--- config.mk ---
export PLATFORM = sky130hd
export DESIGN_NAME = logic_unit_arbiter
export DESIGN_NICKNAME = d
export VERILOG_FILES = /design/src/rtl/logic_unit_arbiter.sv
export SDC_FILE = /design/constraint.sdc
export NUM_CORES = 1
export LEC_CHECK = 0
export ABC_AREA = 1
export BUFFER_PORTS_ARGS = -buffer_cell sky130_fd_sc_hd__buf_4
export CELL_PAD_IN_SITES_DETAIL_PLACEMENT = 0
export CELL_PAD_IN_SITES_GLOBAL_PLACEMENT = 2
export CORE_MARGIN = 5
export CORE_UTILIZATION = 26
export DETAILED_ROUTE_END_ITERATION = 8
export PLACE_DENSITY_LB_ADDON = 0.15
export SYNTH_ARGS = -nofsm -noshare
export SYNTH_HDL_FRONTEND = slang
export SYNTH_SLANG_ARGS = --single-unit
--- constraint.sdc ---
create_clock -name clk -period 2.3 [get_ports clk]
set_input_delay 0.46 -clock clk [delete_from_list [all_inputs] [get_ports clk]]
set_output_delay 0.46 -clock clk [all_outputs]
set_load 0.01 [all_outputs]
--- src/rtl/logic_unit_arbiter.sv ---
// Two-requester round-robin front end for a shared bitwise logic unit,
// with a single registered result stage and per-requester completion counters.
module logic_unit_arbiter #(
    parameter int WIDTH = 8,
    parameter int CNT_W = 8
) (
    input  logic             clk,
    input  logic             rst,
    input  logic             req0_valid,
    output logic             req0_ready,
    input  logic [2:0]       req0_op,
    input  logic [WIDTH-1:0] req0_a,
    input  logic [WIDTH-1:0] req0_b,
    input  logic             req1_valid,
    output logic             req1_ready,
    input  logic [2:0]       req1_op,
    input  logic [WIDTH-1:0] req1_a,
    input  logic [WIDTH-1:0] req1_b,
    output logic             out_valid,
    input  logic             out_ready,
    output logic [WIDTH-1:0] out_data,
    output logic             out_id,
    output logic             out_err,
    output logic [CNT_W-1:0] cnt0,
    output logic [CNT_W-1:0] cnt1
);

    typedef enum logic {
        EMPTY = 1'b0,
        FULL  = 1'b1
    } out_state_t;

    out_state_t       state;
    logic             ptr;
    logic             can_accept;
    logic             grant0;
    logic             grant1;
    logic             accept;
    logic             take;
    logic [2:0]       sel_op;
    logic [WIDTH-1:0] sel_a;
    logic [WIDTH-1:0] sel_b;
    logic [WIDTH-1:0] result;

    function automatic logic [WIDTH-1:0] apply_op(
        input logic [2:0]       op,
        input logic [WIDTH-1:0] a,
        input logic [WIDTH-1:0] b
    );
        logic [WIDTH-1:0] r;
        case (op)
            3'd0:    r = a & b;
            3'd1:    r = a | b;
            3'd2:    r = a ^ b;
            3'd3:    r = ~(a ^ b);
            3'd4:    r = ~(a & b);
            3'd5:    r = ~a;
            3'd6:    r = ~b;
            default: r = '0;
        endcase
        return r;
    endfunction

    // Readies are held low during reset so no handshake completes in a cycle whose effect is discarded.
    always_comb begin
        can_accept = !rst && ((state == EMPTY) || out_ready);
        grant0     = req0_valid && (!req1_valid || !ptr);
        grant1     = req1_valid && (!req0_valid ||  ptr);
        req0_ready = can_accept && grant0;
        req1_ready = can_accept && grant1;
        accept     = req0_ready || req1_ready;
        take       = (state == FULL) && out_ready;
        sel_op     = grant1 ? req1_op : req0_op;
        sel_a      = grant1 ? req1_a  : req0_a;
        sel_b      = grant1 ? req1_b  : req0_b;
        result     = apply_op(sel_op, sel_a, sel_b);
    end

    assign out_valid = (state == FULL);

    always_ff @(posedge clk) begin
        if (rst) begin
            state    <= EMPTY;
            ptr      <= 1'b0;
            out_data <= '0;
            out_id   <= 1'b0;
            out_err  <= 1'b0;
            cnt0     <= '0;
            cnt1     <= '0;
        end else begin
            if (take) begin
                if (out_id) cnt1 <= cnt1 + CNT_W'(1);
                else        cnt0 <= cnt0 + CNT_W'(1);
            end
            if (accept) begin
                state    <= FULL;
                out_data <= result;
                out_id   <= req1_ready;
                out_err  <= (sel_op == 3'd7);
                ptr      <= ~req1_ready;
            end else if (take) begin
                state <= EMPTY;
            end
        end
    end

endmodule

* Word-level counts from Yosys, hierarchy flattened
Index checks and enable logic that the tools add are counted.
** Storage, ports and cells
- Bits in writable memories :: 0
- Register bits after elaboration :: 28
- Memory bits (read-only) :: 0
- Memories :: 0
- Bits in latches :: 0
- Input bits :: 43
** Operators by class
- Shift operators :: 0
- $lt $le $gt $ge :: 0
- $mul :: 0
- Multiplexer cells :: 6
- Reductions and logical operators :: 18
- Bitwise gates (word level) :: 10
- Eq/ne operators :: 7
- Divide/modulo/power cells :: 0
- Add/subtract/negate cells :: 2
** Operators with widths (number)
- $pmux W8 S7 :: 1
- $not A8 Y8 :: 4
- $add A8 B1 Y8 const B :: 2
- $mux W8 :: 2
- $eq A3 B3 Y1 const B :: 4
- $and A8 B8 Y8 :: 1
- $or A8 B8 Y8 :: 1
- $xor A8 B8 Y8 :: 1
- $eq A3 B2 Y1 const B :: 2
- $logic_and A1 B1 Y1 :: 6
- $logic_not A1 Y1 :: 4
- $logic_or A1 B1 Y1 :: 4
- $reduce_and A2 Y1 :: 2
- $eq A3 B1 Y1 const B :: 1
- $logic_not A3 Y1 :: 1
- $mux W3 :: 1
- $not A1 Y1 :: 3
- $mux W1 :: 2
- $reduce_bool A2 Y1 :: 1

* Longest topological paths before layout
- Word-level depth :: 7
- Gate-level depth with buffers :: 15
- Gate-level depth less buffers :: 14

* Worst setup path after synthesis
OpenSTA, ideal clock, no wires.
- Path kind :: input port to flip-flop
- Start :: in req0_valid
- End :: reg out_data[2]
- Setup slack :: 413 ps
- Setup time :: 71 ps
- Cell stages on the path :: 14
- Arrival time :: 1816 ps
- Required time :: 2229 ps
- Buffers on the path :: 1
- Cells stage by stage :: inv_1 nand2_1 nand2_2 buf_2 or2_1 o21ai_2 ha_1 inv_1 nand4_1 nand2_1 nor2_1 nand2_1 nand2_1 a21oi_1
** On the way
- Longest elaborated chain between the ends :: 7
- Elaborated cells between the ends (all ways) :: 25
- Those cells by class :: eq/ne (6); mux (4); bitwise (7); reduce/logical (8)
** Ends and longest elaborated chain
- from (decl) :: RTL line 9 : input logic req0_valid,
- $logic_not A1 Y1 :: RTL line 68 : grant1 = req1_valid && (!req0_valid || ptr);
- $logic_or A1 B1 Y1 :: RTL line 68
- $logic_and A1 B1 Y1 :: RTL line 68
- $mux W8 (on tied branches) :: RTL line 74, 75
- $and A8 B8 Y8 / $xor A8 B8 Y8 (equally long branches)
- $not A8 Y8 (on tied branches) :: RTL line 56, 55
- $pmux W8 S7 :: RTL line 51 : case (op)
- to (signal assigned) :: RTL line 97 : out_data <= result;
- to (decl) :: RTL line 21 : output logic [WIDTH-1:0] out_data,
Parallel ways exist; a longest one is shown, timed or not.
A chain may end at the register's enable or synchronous reset.

* Final worst setup path
- Start :: reg ptr
- End :: reg out_data[4]
** On the way
- Longest elaborated chain between the ends :: 6
- Elaborated cells between the ends (all ways) :: 26
- Those cells by class :: eq/ne (6); mux (4); bitwise (7); reduce/logical (9)
** Ends and longest elaborated chain
- from (decl) :: RTL line 34 : logic ptr;
- from (signal assigned) :: RTL line 100 : ptr <= ~req1_ready;
- $logic_or A1 B1 Y1 :: RTL line 68
- $logic_and A1 B1 Y1 :: RTL line 68
- $mux W8 (on tied branches) :: RTL line 74, 75
- $and A8 B8 Y8 / $xor A8 B8 Y8 (equally long branches)
- $not A8 Y8 (on tied branches) :: RTL line 56, 55
- $pmux W8 S7 :: RTL line 51
Parallel ways exist; a longest one is shown, timed or not.

==> impl_metrics.csv <==
group,metric,value,unit
outcome,status,"completed",
yosys,ys_seq_area_share,23.9,%
power_and_ir_drop,power_density,453,nW/um^2
grt,grt_first_pass_wirelength,11900,um
worst_setup_path,crit_path_end_kind,"flip-flop",
drt,drt-pass1-iter-count,4,
yosys,synthXorXnorAreaFrac,0.373,%
finish,nets,527,
cts,htree_levels,1,
floorplan,row_count,34,
yosys,synth-seq-cells,28,
yosys,mappedNetlistNets,448,
power_and_ir_drop,p_leak,1.69,nW
drt,ant_nets,0,
grt,grt_overflow_total,0,
finish,area_growth,34.1,%
worst_setup_path,cp.arrival,2.12,ns
finish,n_fill_cell,970,
drt,dr_total_vias,2583,
min_path,hp-class,"flip-flop to flip-flop",
cts,clk_latency,0.28,ns
min_path,worstHoldStart,"out_data[7]",
worst_setup_path,start_kind,"flip-flop",
timing,fin_hold_ws,0.470,ns
yosys,ys_types,27,
power_and_ir_drop,vdd_drop_max,0.280,mV
cts,ctsLongestPathBuffers,2,
floorplan,fp.dieArea,11000,sq um
worst_setup_path,required,2.46,ns
placed_design,hpwl,5560,um
timing,setup_viol,0,
timing,period_needed,1.96,ns
yosys,avgSynthCellArea,6.07,sq um
cts,cts_resized,0,
drt,remaining_drc_errors,0,
cts,clk_pin_slew,0.10,ns
yosys,synth-compound-area-share,11.0,%
timing,slew_headroom,73.4,%
cts,cts-root-buf,"clkbuf_8",
grt,grt_pass1_vias,2557,
worst_setup_path,criticalPathCategory,"flip-flop to flip-flop",
drt,via_per_inst,4.51,
timing,finClkSkew,0.00347,ns
cts,cts_setup_buffers,0,
finish,multi_input_area,1450,sq um
finish,seq_area,561,sq um
floorplan,pin_count,72,
placed_design,gp_congestion,0.787,
worst_setup_path,r2r_start,"ptr",
cts,numCtsBuffers,3,
timing,period_share,85.1,%
grt,grt_max_degree,24,
timing,finalHoldViolations,0,
yosys,synth_top_family_by_area,"simple AND/OR/NAND/NOR gates",
drt,wirelength,7020,um
yosys,synthMuxAreaShare,0,%
floorplan,start_util,26.8,%
timing,worst_pin_slew,0.398,ns
floorplan,core_area,8760,sq um
worst_setup_path,path_max_fanout,12,
cts,clkSinkCount,28,
drt,drt_iter0_drc,71,
cts,tritoncts,"built",
timing,fmax,511,MHz
placed_design,port_buffers,71,
worst_setup_path,crit_path_start,"ptr",
cts,hold_buffers,0,
yosys,yosys.area_share.adder,9.59,%
finish,utilization,35.9,%
yosys,yosys.area_share.simple,40.9,%
finish,drive_gt1_share,23.4,%
finish,diodes,0,
drt,wl_per_cell,12.2,um
grt,track_usage,12.8,%
yosys,syn_area,2350,sq um
timing,fin_setup_tns,0,ns
job,maxCapViolCount,0,
floorplan,die_h,105,um
floorplan,die-width,105,um
grt,antenna_found_initial,0,
yosys,ys_warn_count,0,
yosys,postSynthCellCount,387,
timing,slew_viol_final,0,
timing,rsz0062_at_grt,"no",
## through the flow
stage | cells | total power, mW | area, sq um | setup WS (ns)
4_1_cts | 573 | 1.45 | 3150 | 0.328
6_report | 573 | 1.42 | 3150 | 0.343
3_5_place_dp | 569 | 1.05 | 3080 | 0.0315
5_1_grt | 573 | 1.54 | 3150 | 0.0959
2_1_floorplan | 387 | 0.848 | 2350 | 0.413
3_3_place_gp | 569 | 1.05 | 3080 | 0.0671
## registers in the layout, summed over array words and instances (netlist names)
signal and cells:
out_id 1, out_valid 1, cnt0 8, out_data 8, out_err 1, cnt1 8, ptr 1
## cell usage after synthesis
cell	instances	share of area, %
clkbuf_1	3	0.48
buf_2	6	1.3
nor2_2	4	1.1
dfxtp_1	28	24
ha_1	18	9.6
or2_1	4	1.1
nand3_1	33	7.0
a21oi_1	21	4.5
nand2_1	91	15
nand2_2	4	1.1
nor2_1	37	5.9
o21ai_1	11	2.3
or2_2	3	0.80
inv_1	67	11
nor3_1	7	1.5
o21a_1	3	0.96
o21ai_2	4	1.5
nor4_1	1	0.27
inv_2	1	0.16
buf_4	5	1.6
nand4_1	26	6.9
o21ai_0	5	1.1
nand2_4	1	0.48
and3_1	1	0.27
o21bai_1	1	0.32
xnor2_1	1	0.37
a211oi_1	1	0.32
## metal layers
| layer | vias to the layer above | global-route usage (%) | share of wire (%) |
|---|---|---|---|
| met5 | - | 0 | 0 |
| met4 | 0 | 1.64 | 0.30 |
| met3 | 2 | 2.22 | 4.0 |
| met2 | 49 | 22.4 | 47 |
| met1 | 1139 | 16.9 | 49 |
| li1 | 1393 | - | - |
## critical path: stages (launching register included)
cell and delay (ns):
dfxtp_1 0.36, inv_1 0.06, nand2_1 0.13, nand2_1 0.11, buf_12 0.16, nand2_1 0.05
o21a_1 0.16, inv_1 0.06, ha_1 0.29, inv_1 0.04, nand4_1 0.08, nand2_1 0.05
nor2_1 0.11, nand2_1 0.07, nand2_1 0.06, a21oi_1 0.05
## final timing paths
kind	slack (ns)	depth (start not counted)	to
max	0.34	15	out_data[4]
min	0.47	2	out_data[7]
max reg2reg	0.34	15	out_data[4]
min reg2reg	0.47	2	out_data[7]
## cells by family after synthesis
| family | count (synthesis) |
|---|---|
| compound gates | 46 |
| xor+xnor | 1 |
| simple gates | 212 |
| fa+ha+maj | 18 |
| flops | 28 |
| buf+inv | 82 |
## cells in the final DEF (no fill, tap or decap)
master,instances
inv_1,67
o21ai_0,5
nor2_2,4
nor2_1,37
nand2_2,4
nand2_4,1
nor3_1,7
o21a_1,3
inv_2,1
o21ai_1,11
dfxtp_1,28
a211oi_1,1
nand4_1,26
nand3_1,33
nand2_1,91
buf_12,1
or2_2,3
bufinv_16,1
a21oi_1,21
xnor2_1,1
buf_4,87
nor4_1,1
o21ai_2,4
ha_1,18
and3_1,1
or2_1,4
clkbuf_8,3
o21bai_1,1
## layout make-up
type	count	share of cell area, %
sequential	28	17.8
tap	108	4.29
clock buffer	3	1.31
inverter	68	8.11
timing repair buffer	88	21.4
multi-input combinational	277	46.1
clock inverter	1	0.954
## power breakdown
group          leakage (nW)  switching [mW]  internal [mW]
Sequential            0.227          0.0138          0.505
Combinational          1.43           0.301          0.214
Clock                0.0357           0.159          0.233
Total                  1.69           0.473          0.952
No activity file was read; power rests on OpenSTA's default activity.
